## src/rtl/ul4_pkg.sv

```systemverilog
// ----------------------------------------------------------------------------
// ul4_pkg
// Shared definitions for the ul4 logic unit and its two-requester arbiter:
//   - UL4_W        : operand / result width (4 bits)
//   - UL4_AND..NOT : function-select encodings for the ul4
//   - ul4_state_e  : arbiter FSM states (IDLE, EXEC, HOLD)
// ----------------------------------------------------------------------------
package ul4_pkg;

  localparam int UL4_W = 4;

  localparam logic [1:0] UL4_AND = 2'b00;
  localparam logic [1:0] UL4_OR  = 2'b01;
  localparam logic [1:0] UL4_XOR = 2'b10;
  localparam logic [1:0] UL4_NOT = 2'b11;

  typedef enum logic [1:0] {
    IDLE = 2'b00,
    EXEC = 2'b01,
    HOLD = 2'b10
  } ul4_state_e;

endpackage

```

## src/rtl/ul4.sv

```systemverilog
// ----------------------------------------------------------------------------
// ul4
// Purely combinational 4-bit logic unit.
// Ports:
//   a, b : operands
//   s    : function select (AND / OR / XOR / NOT a)
//   y    : result
// ----------------------------------------------------------------------------
module ul4
  import ul4_pkg::*;
(
  input  logic [UL4_W-1:0] a,
  input  logic [UL4_W-1:0] b,
  input  logic [1:0]       s,
  output logic [UL4_W-1:0] y
);

  // Function decode
  always_comb begin
    y = {UL4_W{1'b0}};
    case (s)
      UL4_AND: y = a & b;
      UL4_OR:  y = a | b;
      UL4_XOR: y = a ^ b;
      UL4_NOT: y = ~a;
      default: y = {UL4_W{1'b0}};
    endcase
  end

endmodule

```

## src/rtl/ul4_rr_pick.sv

```systemverilog
// ----------------------------------------------------------------------------
// ul4_rr_pick
// Combinational grant selection between two requesters.
// Default build: round-robin, a tie goes to the requester that was not
// granted last. With UL4_ARB_FIXED_PRIO_EN defined: fixed priority,
// requester 0 always wins ties and last_grant is ignored.
// Ports:
//   valid0, valid1 : request valids
//   last_grant     : id of the most recently granted requester
//   grant_valid    : at least one requester is valid
//   grant_id       : id of the selected requester
// ----------------------------------------------------------------------------
module ul4_rr_pick (
  input  logic valid0,
  input  logic valid1,
  input  logic last_grant,
  output logic grant_valid,
  output logic grant_id
);

`ifdef UL4_ARB_FIXED_PRIO_EN
  // last_grant is intentionally ignored in fixed-priority mode
  logic unused_last_grant_s;
  assign unused_last_grant_s = last_grant;

  // Fixed priority: requester 0 first
  always_comb begin
    grant_valid = valid0 | valid1;
    if (valid0) begin
      grant_id = 1'b0;
    end else begin
      grant_id = valid1;
    end
  end
`else
  // Round-robin: on a tie the requester not granted last wins
  always_comb begin
    grant_valid = valid0 | valid1;
    if (valid0 && valid1) begin
      grant_id = ~last_grant;
    end else begin
      grant_id = valid1;
    end
  end
`endif

endmodule

```

## src/rtl/ul4_arbiter.sv

```systemverilog
// ----------------------------------------------------------------------------
// ul4_arbiter
// Shares one ul4 logic unit between two requesters. A request is accepted in
// IDLE via valid/ready, its operands are latched, the ul4 result is registered
// in EXEC and held in HOLD until the consumer takes it.
// Optional feature macro: UL4_ARB_FIXED_PRIO_EN (fixed priority, see
// ul4_rr_pick).
// Parameters:
//   RESET_LAST : requester treated as last granted after reset
// Ports:
//   clk, reset                  : clock, async active-high reset
//   req0_* / req1_*             : requester valid/ready/a/b/s
//   rsp_valid, rsp_ready        : response handshake
//   rsp_out, rsp_id             : registered result and originating requester
// ----------------------------------------------------------------------------
module ul4_arbiter
  import ul4_pkg::*;
#(
  parameter bit RESET_LAST = 1'b1
) (
  input  logic             clk,
  input  logic             reset,
  input  logic             req0_valid,
  output logic             req0_ready,
  input  logic [UL4_W-1:0] req0_a,
  input  logic [UL4_W-1:0] req0_b,
  input  logic [1:0]       req0_s,
  input  logic             req1_valid,
  output logic             req1_ready,
  input  logic [UL4_W-1:0] req1_a,
  input  logic [UL4_W-1:0] req1_b,
  input  logic [1:0]       req1_s,
  output logic             rsp_valid,
  input  logic             rsp_ready,
  output logic [UL4_W-1:0] rsp_out,
  output logic             rsp_id
);

  ul4_state_e       state_r;
  ul4_state_e       state_nxt_s;
  logic             last_grant_r;
  logic             grant_valid_s;
  logic             grant_id_s;
  logic             accept_s;
  logic [UL4_W-1:0] op_a_r;
  logic [UL4_W-1:0] op_b_r;
  logic [1:0]       op_s_r;
  logic             op_id_r;
  logic [UL4_W-1:0] ul4_y_s;
  logic [UL4_W-1:0] rsp_out_r;
  logic             rsp_id_r;
  logic             rsp_valid_r;

  ul4_rr_pick u_pick (
    .valid0      (req0_valid),
    .valid1      (req1_valid),
    .last_grant  (last_grant_r),
    .grant_valid (grant_valid_s),
    .grant_id    (grant_id_s)
  );

  // The shared unit only ever sees the latched operands
  ul4 u_ul4 (
    .a (op_a_r),
    .b (op_b_r),
    .s (op_s_r),
    .y (ul4_y_s)
  );

  // Next-state and acceptance decode
  always_comb begin
    state_nxt_s = state_r;
    accept_s    = 1'b0;
    case (state_r)
      IDLE: begin
        // Gating with reset keeps both readies low while reset is held
        if (grant_valid_s && !reset) begin
          accept_s    = 1'b1;
          state_nxt_s = EXEC;
        end else begin
          state_nxt_s = IDLE;
        end
      end
      EXEC: state_nxt_s = HOLD;
      HOLD: begin
        if (rsp_valid_r && rsp_ready) begin
          state_nxt_s = IDLE;
        end else begin
          state_nxt_s = HOLD;
        end
      end
      default: state_nxt_s = IDLE;
    endcase
  end

  // Ready goes only to the granted requester, in the accepting cycle
  always_comb begin
    req0_ready = accept_s & (grant_id_s == 1'b0);
    req1_ready = accept_s & (grant_id_s == 1'b1);
  end

  // FSM state register
  always_ff @(posedge clk or posedge reset) begin
    if (reset) begin
      state_r <= IDLE;
    end else begin
      state_r <= state_nxt_s;
    end
  end

  // Arbitration history, updated on every accepted request
  always_ff @(posedge clk or posedge reset) begin
    if (reset) begin
      last_grant_r <= RESET_LAST;
    end else if (accept_s) begin
      last_grant_r <= grant_id_s;
    end else begin
      last_grant_r <= last_grant_r;
    end
  end

  // Operand latch for the winning requester
  always_ff @(posedge clk or posedge reset) begin
    if (reset) begin
      op_a_r  <= {UL4_W{1'b0}};
      op_b_r  <= {UL4_W{1'b0}};
      op_s_r  <= 2'b00;
      op_id_r <= 1'b0;
    end else if (accept_s) begin
      op_id_r <= grant_id_s;
      if (grant_id_s) begin
        op_a_r <= req1_a;
        op_b_r <= req1_b;
        op_s_r <= req1_s;
      end else begin
        op_a_r <= req0_a;
        op_b_r <= req0_b;
        op_s_r <= req0_s;
      end
    end else begin
      op_a_r  <= op_a_r;
      op_b_r  <= op_b_r;
      op_s_r  <= op_s_r;
      op_id_r <= op_id_r;
    end
  end

  // Response registers: loaded in EXEC, cleared valid on consumer handshake.
  // rsp_out/rsp_id keep their last value once the response is consumed.
  always_ff @(posedge clk or posedge reset) begin
    if (reset) begin
      rsp_out_r   <= {UL4_W{1'b0}};
      rsp_id_r    <= 1'b0;
      rsp_valid_r <= 1'b0;
    end else if (state_r == EXEC) begin
      rsp_out_r   <= ul4_y_s;
      rsp_id_r    <= op_id_r;
      rsp_valid_r <= 1'b1;
    end else if ((state_r == HOLD) && rsp_valid_r && rsp_ready) begin
      rsp_valid_r <= 1'b0;
    end else begin
      rsp_out_r   <= rsp_out_r;
      rsp_id_r    <= rsp_id_r;
      rsp_valid_r <= rsp_valid_r;
    end
  end

  assign rsp_valid = rsp_valid_r;
  assign rsp_out   = rsp_out_r;
  assign rsp_id    = rsp_id_r;

endmodule

```

## config.mk

```make
export PLATFORM = sky130hd
export DESIGN_NAME = ul4_arbiter
export DESIGN_NICKNAME = d
export VERILOG_FILES = /design/src/rtl/ul4_pkg.sv /design/src/rtl/ul4.sv /design/src/rtl/ul4_rr_pick.sv /design/src/rtl/ul4_arbiter.sv
export SDC_FILE = /design/constraint.sdc
export NUM_CORES = 1
export LEC_CHECK = 0
export CAP_MARGIN = 20
export CORE_MARGIN = 2
export CORE_UTILIZATION = 30
export CTS_CLUSTER_DIAMETER = 100
export DETAILED_ROUTE_END_ITERATION = 10
export PLACE_DENSITY = 0.54
export SLEW_MARGIN = 15
export SYNTH_ARGS = -nofsm -noshare
export SYNTH_HDL_FRONTEND = slang
export SYNTH_SLANG_ARGS = --single-unit
```

## constraint.sdc

```tcl
create_clock -name clk -period 2 [get_ports clk]
set_clock_uncertainty 0.15 [all_clocks]
set_input_delay 0.6 -clock clk [delete_from_list [all_inputs] [get_ports clk]]
set_output_delay 0.6 -clock clk [all_outputs]
set_load 0.01 [all_outputs]
```

==> results.toml <==
[critical_path]
worstPathRequired_ns = 1.25
end_kind = "output pin"
crit_fanout = 3
startpoint_type = "input pin"
r2r_start = "last_grant_r"
arrival_ns = 1.28
cp-startpoint = "reset"
path_class = "in2out"

[detailed_routing]
wl_met3_um = 173
detail-route-antenna-nets = 0
viasPerCell = 4.37
wl_um = 2170
wl_per_cell_um = 12.2
wl_met1_um = 993
wl_met2_um = 991
maxUsedRoutingLayer = "met4"
first_pass_iters = 2
route.detailed.drc = 0
drt_iter0_markers = 9
vias = 774

[clock_tree]
cts_tree = "yes"
clock_path_buffers = 2
h-tree-depth = 1
tritoncts.num_buffers = 3
cts.sinks = 20
insertion_delay_ns = 0.25
hold_buffers = 0
cts-root-buf = "clkbuf_8"
cts.clk_slew.worst_paths_ns = 0.07

[power]
p_clk_frac = 0.155
p_int_mw = 1.36
swShare = 0.309
powerDensity_nw_per_um2 = 1200
p_seq_frac = 0.382
leakagePower_nw = 0.757
p_sw_uw = 609
ir_drop_v = 0.000352
power_frac_comb = 0.463

[synthesis]
yosys.area.top_type = "dfrtp_1"
synthAdderAreaFrac = 0.0870
synth_top_area_frac = 0.413
synth_simple_gate_area_frac = 0.0543
syn_area_um2 = 1150
synth_nets = 121
synthArstFlopShare = 1.00
yosysSeqAreaShare = 0.436
avgSynthCellArea_um2 = 13.1
synthTopCellsByArea = "dfrtp_1 41%, mux2i_1 14%, mux2_2 11%"
synthMuxAreaShare = 0.338
yosysMostFrequentCell = "dfrtp_1"
synth_cell_types = 20
synth_commonest_cells = "19 x dfrtp_1, 16 x mux2i_1, 14 x inv_1"
synth_top_family_by_area = "multiplexers"
synthFlopType = "dfrtp_1"
synth-seq-cells = 20
synth_xor_area_frac = 0
syn-instance-count = 88
synth_compound_area_frac = 0.0185
synth_edf_count = 0
yosys_warnings = 0

[grt]
grt_pass1_wl_um = 3570
grt_pass1_vias = 803
antenna_found_initial = 0
grt_usage = 0.109
grt-ovfl-total = 0
grt_max_degree = 14

[worst_hold_path]
hp-class = "in2async"

[cells_and_area]
fin_cells = 177
drive_gt1_frac = 0.256
diodes = 0
nNetsFinal = 163
area_growth_pct = 42.5
final_area_um2 = 1640

[timing]
fmax_ghz = 0.492
setup_viol = 2
timing.final.crit_share = 1.02
slew_headroom = 0.756
tightestPinTransition_ns = 0.365
drv_slew = 0
hold_viol = 0
period_minus_slack_ns = 2.03
rsz0062_at_grt = "true"
setup_ws_ns = -0.0326

[outcome]
violations = "negative setup slack"
status = "finished, violations left"

[die]
die-width_um = 65.9
die_h_um = 65.9
initial_core_util = 0.312
core_um2 = 3690
rows = 22
io_pins = 33
die_area_um2 = 4350

[placed_design]
port_buffers = 32
place_congestion = 0.743
place_area_um2 = 1570
dpl.cell_count = 172
place_hpwl_um = 1700

[flow_run]
max-cap-violations = 0
-- cell families after synthesis --
family,Yosys count
buf+inv,17
mux,31
fa+ha+maj,8
simple gates,9
flops,20
compound gates,3
-- through the flow --
stage / setup slack, ns / hold WS (ns) / TNS [ns] / power, mW / util
floorplan: -0.0692 / 0.327 / -0.0692 / 1.33 / -
global placement: -0.815 / 0.339 / -4.72 / 1.65 / 0.426
detailed placement: -0.798 / 0.347 / -5.05 / 1.68 / 0.426
CTS: -0.0180 / 0.289 / -0.0287 / 2.00 / 0.445
global route: -0.0951 / 0.187 / -0.182 / 2.14 / 0.445
finish: -0.0326 / 0.160 / -0.0542 / 1.97 / 0.445
-- cells in the final DEF (no fill, tap or decap) --
cell type        synthesis  final
nand3b_1                 1      1
mux2_2                  11     11
nand2_1                  2      2
buf_12                   0      1
o21ai_0                  1      1
buf_2                    0      1
clkbuf_8                 0      4
a21oi_1                  1      1
clkdlybuf4s50_1          0     27
nor4_4                   1      1
mux2i_1                 16     16
buf_4                    1      7
a21boi_2                 1      1
dfstp_2                  1      1
buf_6                    1      4
and2_4                   0      1
nand2b_1                 1      1
nor2_1                   2      1
nor2_2                   0      1
inv_1                   14     14
nor2b_1                  1      1
mux4_1                   4      4
ha_1                     8      8
dfrtp_1                 19     19
-- sequential cells by signal, summed over array words and instances (netlist names), 2 cells and up --
name / count
op_a_r: 4
op_b_r: 4
op_s_r: 2
rsp_out: 4
state_r: 2
-- what timing repair did --
action / in CTS / in global routing
resized for setup: 24 / 3
endpoints found under the setup margin: 4 / 2
cloned: 0 / 0
buffers inserted: 1 / 0
pin swaps: 3 / 1
-- routing by layer --
layer | track usage | up-vias
li1 | - | 384
met1 | 0.132 | 361
met2 | 0.187 | 27
met3 | 0.0358 | 2
met4 | 0.0230 | 0
met5 | 0 | -
-- area by class of cell --
| class | count | area, um2 |
|---|---|---|
| Fill cell | 378 | 2050 |
| Inverter | 14 | 52.6 |
| Tap cell | 48 | 60.1 |
| Sequential cell | 20 | 502 |
| Timing Repair Buffer | 40 | 393 |
| Multi-Input combinational cell | 51 | 578 |
| Clock buffer | 4 | 55.1 |
-- worst max-delay path: stages --
cell and delay (ns):
buf_6 0.10, nor4_4 0.29, and2_4 0.20, buf_6 0.10
-- final timing paths --
| check | endpoint | slack [ns] | depth (start not counted) |
|---|---|---|---|
| max | req1_ready | -0.03 | 4 |
| min | op_a_r[0] | 0.16 | 2 |
| max reg2reg | op_s_r[0] | 0.25 | 5 |
| min reg2reg | op_id_r | 0.36 | 1 |
| max in group asynchronous | op_b_r[3] | 1.15 | 3 |
| min in group clk | op_id_r | 0.36 | 1 |
-- power by group through the flow --
| stage | Clock (mW) | Combinational [mW] | Sequential, mW |
|---|---|---|---|
| CTS | 0.313 | 0.930 | 0.758 |
| detailed placement | 0 | 0.910 | 0.768 |
| global placement | 0 | 0.889 | 0.758 |
| floorplan | 0 | 0.567 | 0.766 |
| finish | 0.306 | 0.911 | 0.752 |
| global route | 0.335 | 1.02 | 0.785 |
Power figures use the tool's default switching activity.
